## src/rtl/pic_arbiter.sv

```systemverilog
// Single-level 8-line interrupt controller: IRR/IMR/ISR with fixed priority,
// toggle-type interrupt output to the core and a small CPU I/O register port.
module pic_arbiter #(
    parameter int unsigned VBASE     = 8,
    parameter logic [15:0] PORT_CMD  = 16'h0020,
    parameter logic [15:0] PORT_MASK = 16'h0021
) (
    input  logic        clock,
    input  logic        reset_n,
    input  logic [7:0]  irq_req,
    input  logic [15:0] port_a,
    input  logic        port_w,
    input  logic        port_r,
    input  logic [7:0]  port_o,
    output logic [7:0]  port_i,
    output logic        port_hit,
    output logic        irq,
    output logic [7:0]  irq_in
);

    typedef enum logic {
        IDLE    = 1'b0,
        SERVICE = 1'b1
    } state_t;

    localparam logic [7:0] VBASE8 = 8'(VBASE);

    state_t     state_q, state_d;
    logic [7:0] irr_q, irr_d;
    logic [7:0] imr_q, imr_d;
    logic [7:0] isr_q, isr_d;
    logic       rsel_q, rsel_d;
    logic       irq_q, irq_d;
    logic [7:0] vec_q, vec_d;
    logic [7:0] rdata_q, rdata_d;
    logic       hit_q, hit_d;

    logic [7:0] pend_c;
    logic [7:0] irr_clr_c;
    logic [2:0] pick_c;
    logic       cmd_wr_c;
    logic       mask_wr_c;

    // State and register file
    always_ff @(posedge clock) begin
        if (!reset_n) begin
            state_q <= IDLE;
            irr_q   <= 8'h00;
            imr_q   <= 8'h00;
            isr_q   <= 8'h00;
            rsel_q  <= 1'b0;
            irq_q   <= 1'b0;
            vec_q   <= VBASE8;
            rdata_q <= 8'h00;
            hit_q   <= 1'b0;
        end else begin
            state_q <= state_d;
            irr_q   <= irr_d;
            imr_q   <= imr_d;
            isr_q   <= isr_d;
            rsel_q  <= rsel_d;
            irq_q   <= irq_d;
            vec_q   <= vec_d;
            rdata_q <= rdata_d;
            hit_q   <= hit_d;
        end
    end

    // Next-state: issue decision uses the pre-edge IMR; new requests beat the issue clear
    always_comb begin
        state_d   = state_q;
        imr_d     = imr_q;
        isr_d     = isr_q;
        rsel_d    = rsel_q;
        irq_d     = irq_q;
        vec_d     = vec_q;
        rdata_d   = rdata_q;
        hit_d     = 1'b0;
        irr_clr_c = 8'h00;
        pick_c    = 3'd0;

        pend_c    = irr_q & ~imr_q;
        cmd_wr_c  = port_w && (port_a == PORT_CMD);
        mask_wr_c = port_w && (port_a == PORT_MASK);

        for (int i = 7; i >= 0; i--) begin
            if (pend_c[i]) begin
                pick_c = 3'(i);
            end
        end

        case (state_q)
            IDLE: begin
                if (pend_c != 8'h00) begin
                    irq_d     = ~irq_q;
                    vec_d     = VBASE8 + {5'b00000, pick_c};
                    irr_clr_c = 8'h01 << pick_c;
                    isr_d     = 8'h01 << pick_c;
                    state_d   = SERVICE;
                end
            end
            SERVICE: begin
                if (cmd_wr_c && port_o[5]) begin
                    isr_d   = 8'h00;
                    state_d = IDLE;
                end
            end
            default: state_d = IDLE;
        endcase

        irr_d = (irr_q & ~irr_clr_c) | irq_req;

        if (mask_wr_c) begin
            imr_d = port_o;
        end

        if (cmd_wr_c && !port_o[5]) begin
            if (port_o[1:0] == 2'b10) begin
                rsel_d = 1'b0;
            end else if (port_o[1:0] == 2'b11) begin
                rsel_d = 1'b1;
            end
        end

        if (port_r) begin
            if (port_a == PORT_CMD) begin
                rdata_d = rsel_q ? isr_q : irr_q;
                hit_d   = 1'b1;
            end else if (port_a == PORT_MASK) begin
                rdata_d = imr_q;
                hit_d   = 1'b1;
            end
        end
    end

    assign port_i   = rdata_q;
    assign port_hit = hit_q;
    assign irq      = irq_q;
    assign irq_in   = vec_q;

endmodule

```

## config.mk

```make
export PLATFORM = sky130hd
export DESIGN_NAME = pic_arbiter
export DESIGN_NICKNAME = d
export VERILOG_FILES = /design/src/rtl/pic_arbiter.sv
export SDC_FILE = /design/constraint.sdc
export NUM_CORES = 1
export LEC_CHECK = 0
export ABC_AREA = 1
export CAP_MARGIN = 20
export CORE_ASPECT_RATIO = 0.7
export CORE_MARGIN = 3
export CORE_UTILIZATION = 29
export CTS_BUF_LIST = sky130_fd_sc_hd__clkbuf_4
export DETAILED_ROUTE_END_ITERATION = 8
export PLACE_DENSITY_LB_ADDON = 0.3
export SLEW_MARGIN = 15
export SYNTH_ARGS = -nofsm -noshare
export SYNTH_HDL_FRONTEND = slang
export SYNTH_SLANG_ARGS = --single-unit
```

## constraint.sdc

```tcl
create_clock -name clock -period 1.4 [get_ports clock]
set_input_delay 0.28 -clock clock [delete_from_list [all_inputs] [get_ports clock]]
set_output_delay 0.28 -clock clock [all_outputs]
set_load 0.05 [all_outputs]
```

; Word level (Yosys, flattened, before mapping)
; Index checks and enable logic that the tools add are counted.
[word_totals]
ff_bits = 44
inputBits = 36
out_inout_bits = 18
word_cells = 60
[classes]
n_bitwise = 7
addsub = 1
n_shift = 1
mux = 23
reduce_logical = 13
n_eq_ne = 6
[op_table]
columns = cell, n
row1 = two-way mux 8 bit, 7
row2 = == test 16 x 6 -> 1 bit (second input constant), 2
row3 = two-way mux 3 bit, 8
row4 = AND 8 bit, 2
row5 = inverter 8 bit, 2
row6 = one-hot mux 8 bit (2 select lines), 1
row7 = AND reduction 2 bit, 5
row8 = bitwise OR 8 bit, 1
row9 = nonzero test 8 bit, 1
row10 = << shifter 1 x 3 -> 8 bit (first input constant), 1
row11 = two-way mux 1 bit, 6
row12 = adder 4 x 3 -> 5 bit (first input constant), 1
row13 = == test 2 bit (second input constant), 2
row14 = logical AND 1 bit, 4
row15 = nonzero test 2 bit, 2
row16 = != test 2 x 1 -> 1 bit (second input constant), 1
row17 = != test 2 bit (second input constant), 1
row18 = inverter 1 bit, 2
row19 = one-hot mux 1 bit (2 select lines), 1
row20 = zero test 1 bit, 1

; Depth between registers and ports, before layout
[logic_depth]
depth_word = 16
ltp_mapped = 12
depth_no_buf = 12

; Least setup slack after synthesis
; OpenSTA, ideal clock, no wires.
[synth_timing]
kind = input to register
startpoint = input port port_a[9]
endpoint = register rdata_q[0], in the netlist port_i[0]
n_path_buf = 0
arrival_ps = 1156
setup_slack_ps = 125
stages = 8
cell_sequence = nor2_1 > nand2_1 > nor2_8 > nand3b_4 > nand2_4 > nand2_8 > a211oi_1 > nor2_1
[synth_via]
elab_chain_cells = 3
word_cells_on_any_way = 5
[synth_lines]
columns = element, line
row1 = from (decl), 11  ; input logic [15:0] port_a,
row2 = "== test 16 x 6 -> 1 bit, on equally long branches", "126, 129"
row3 = nonzero test 2 bit (no line), n/a
row4 = AND reduction 2 bit (no line), n/a
row5 = to (signal assigned), 64  ; rdata_q <= rdata_d;
row6 = to (decl), 35  ; logic [7:0] rdata_q, rdata_d;
; Several ways; a longest one is shown, not always the timed one.
; A chain may end at the register's enable or synchronous reset.

; Worst setup path in the final report
[layout_timing]
startpoint = register irr_q[7]
endpoint = register isr_q[1]
[layout_via]
elab_chain_cells = 12
word_cells_on_any_way = 15
[layout_lines]
columns = element, line
row1 = from (decl), 29  ; logic [7:0] irr_q, irr_d;
row2 = from (signal assigned), 58  ; irr_q <= irr_d;
row3 = AND 8 bit *, 82  ; pend_c = irr_q & ~imr_q;
row4 = two-way mux 3 bit (8 in series), 87  ; if (pend_c[i]) begin
row5 = << shifter 1 x 3 -> 8 bit, 98  ; isr_d = 8'h01 << pick_c;
row6 = two-way mux 8 bit, 94  ; if (pend_c != 8'h00) begin
row7 = one-hot mux 8 bit (2 select lines), 92  ; case (state_q)
row8 = to (signal assigned), 60  ; isr_q <= isr_d;
row9 = to (decl), 31  ; logic [7:0] isr_q, isr_d;
; Mark *: on every way between the ends. The rest lies on a longest branch, timed or not. The select of a mux whose other input is x is not followed.

==> results by group <==
Flow run
  • MaxCap Viol Count: 0

Placed design
  • GPL Wtd Cong: 0.7734
  • Dpl hpwl: 4.038 mm
  • Port bufs: 48
  • Post-Place Cells: between 400 and 500
  • Area after DPL: 2836 um2

Die
  • Top Ports: 54
  • Core area: roughly 6400 um2
  • Row count: 24
  • Starting Density: 30.86%
  • Die X: 104.8 um
  • Die Area: 7882 um2
  • Die height: 75.19 um

Global route
  • Vias in the first global route: 1,900
  • Global Route Usage Sum: 13.60%
  • Largest net degree at the start of global routing: 13
  • Initial antenna violation count: 0
  • Grt total ovfl: 0
  • Global-route wire length before repair: 8.611 mm

Finish
  • Register area: around 800 um2
  • Fin util: 49.77%
  • Post-Layout Cell Count: around 430
  • Layout area overhead: 61.26%
  • Nets: about 380
  • Ant. Diodes: 0
  • Ratio of cells with drive above 1 in the final layout: about two fifths
  • Fillers: 625
  • Final instance area: 3198 um2
  • Multi-input logic area: 1222 um2

Timing
  • Final setup viols: 0
  • Max Clock Skew: 0.005884 ns
  • Fmax: between 700 and 800 MHz
  • RSZ-0062 raised after global routing: yes
  • Fin crit period: 1.384 ns
  • Final TNS setup: 0 ns
  • Tcrit/Tclk final: 98.89%
  • Final Max Slew Viols: 0
  • Fin. Hold Viols: 0

Route
  • Final WL: 5.507 mm
  • DR vias/cell: 4.487
  • Met3 Routed Length: 298 um
  • WL/cell: 12.72 um
  • Met2 WL post-DR: 2.485 mm
  • DRC: 0
  • Antenna viol nets, final: 0
  • First drt pass iteration count: 4
  • Met1 WL: about 2.7 mm
  • Max Used Layer: met4
  • Iter 0 DRT Violations: around 60
  • Total number of vias: a little under 2k

Critical path
  • WP data required: 1.69 ns
  • Crit path DAT: 1.68 ns
  • Slowest stage delay, CP: 0.36 ns
  • Crit-path cells: inv_2 > nor2_1 > nand2_1 > nand2_1 > nand2_1 > nand2_1 > nand2_1 > nand2_2 > nand2_4 > or2_1 > a21oi_2
  • Critical Path End Type: flip-flop
  • CP delay by family, top: simple AND/OR/NAND/NOR gates
  • Buf+Inv Stages, Crit Path: 1
  • WP depth: 11
  • R2R depth: 11
  • Crit path kind: reg -> reg
  • Cell mode on critical path: nand2_1
  • Max stage delay cell, worst path: dfxtp_2
  • Setup crit start kind: flip-flop
  • Max FO, Critical Path: 6

Clock tree
  • Clock Sinks: 39
  • Skew-Pair Late Insertion Delay: 0.35 ns
  • Worst-path clk slew: 0.12 ns
  • Clock buffer count from CTS: 5
  • # H-tree levels: 2
  • CTS tree: built
  • Clock Tree Buf Depth: 2
  • Root buf cell: clkbuf_4

Synth
  • Post-Syn Instances: roughly 260
  • Ys async rst share: 0%
  • Yosys cell types: 32
  • Mean Syn Cell Area: between 7 and 8 um2
  • Top post-synthesis cells by area: dfxtp_1, nor2_1, nand2_1
  • Post-synth top cells: nor2_1, dfxtp_1, nand2_1
  • Post-Synthesis Cell Area: 1983 um2
  • Primary FF master, synth: dfxtp_1
  • Yosys Warn Count: 0
  • Flops & latches, synth: 39
  • Sequential area share after synthesis: ~40%
  • Share of the synthesized area in the top cell type: ~39%
  • Count leader, synth: nor2_1
  • Number of synthesized flops with an enable pin: 0
  • Cell taking the most area after synthesis: dfxtp_1

Hold path
  • Hold Crit Depth: 4
  • Hold crit path type: in -> reg

Status
  • Status: completed

Pwr
  • Leak Pwr: 0.001419 uW
  • Pwr/cell area: around 750 nW/um2
  • Highest ir drop seen on vdd: 0.2782 mV
[registers in the layout (all words and copies together) (netlist names)]
| signal | count |
|---|---|
| isr_q | 8 |
| port_i | 8 |
| imr_q | 8 |
| rsel_q | 1 |
| irq_in | 3 |
| irr_q | 8 |
| state_q | 1 |
| irq | 1 |
| port_hit | 1 |
[cells in the final DEF (no fill, tap or decap), types with 6 or more instances in the layout]
cell type / instances
a21oi_1: 18
buf_12: 15
buf_4: 25
clkbuf_4: 7
clkdlybuf4s50_1: 19
dfxtp_1: 26
dfxtp_2: 13
dlygate4sd2_1: 9
dlymetal6s2s_1: 7
inv_1: 22
inv_2: 8
mux2i_1: 7
nand2_1: 22
nand2_2: 11
nand2_4: 7
nand3_1: 6
nand3_2: 11
nor2_1: 40
nor2_4: 6
o21ai_0: 10
o21ai_1: 7
[worst paths after layout]
path	from	end	slack, ns
max	irr_q[7]$_SDFF_PN0_	isr_q[1]$_SDFFE_PN0P_	0.02
min	port_a[1]	port_hit$_SDFF_PN0_	0.29
max reg2reg	irr_q[7]$_SDFF_PN0_	isr_q[1]$_SDFFE_PN0P_	0.02
min reg2reg	irr_q[3]$_SDFF_PN0_	irr_q[3]$_SDFF_PN0_	0.48
[per-stage QoR]
stage / hold WS (ns) / worst slack (ns) / total power, uW
5_1_grt: 0.3034 / -0.09933 / 2492
4_1_cts: 0.4437 / 0.004266 / 2314
3_5_place_dp: 0.4627 / -0.4595 / 1721
2_1_floorplan: 0.3974 / 0.1251 / 1472
3_3_place_gp: 0.4521 / -0.4454 / 1716
6_report: 0.2945 / 0.01553 / 2394
[report_power, final]
part / switching, uW / leakage [uW] / total, uW / internal [uW]
clock: 372 / 0.0000361 / 607 / 235
combinational: 337 / 0.00106 / 595 / 258
sequential: 39.4 / 0.000324 / 1190 / 1150
total: 748 / 0.00142 / 2390 / 1650
[timing repair]
item                                    4_1_cts  5_1_grt
endpoints found under the hold margin         0        0
gates cloned                                  1        1
buffers inserted                              0        8
gates resized for setup                      24       64
endpoints found under the setup margin       21       34
hold buffers                                  0        0
pin swaps                                    12       26
[routing by layer]
| layer | vias up | global-route usage (%) |
|---|---|---|
| li1 | 1013 | - |
| met1 | 877 | 19.15 |
| met2 | 45 | 20.61 |
| met3 | 8 | 3.685 |
| met4 | 0 | 3.930 |
| met5 | - | 0 |
[logic make-up after synthesis]
logic type	count (synthesis)	share of synthesized area, %
multiplexers	7	3.533
AO/OA/AOI/OAI	51	14.20
buffers and inverters	42	9.842
other	2	0.3787
AND/OR/NAND/NOR	122	32.68
flip-flops	39	39.37
[layout make-up]
type                    instances  share of cell area [%]
multi-input cells             186                   38.22
clock inverters                 1                  0.1565
repair buffers                 76                   26.76
inverters                      32                   4.382
clock buffers                   7                   1.643
repair inverters                1                  0.3521
flip-flops and latches         39                   24.92
well taps                      91                   3.560
[worst reg2reg max path: cells and delay by family, from the launching register on]
family | cells | cell delay (ns)
and+or+nand+nor | 9 | 0.80
DFF | 1 | 0.36
AOI/OAI and AO/OA | 1 | 0.10
buffers and inverters | 1 | 0.05
Power figures use the tool's default switching activity.
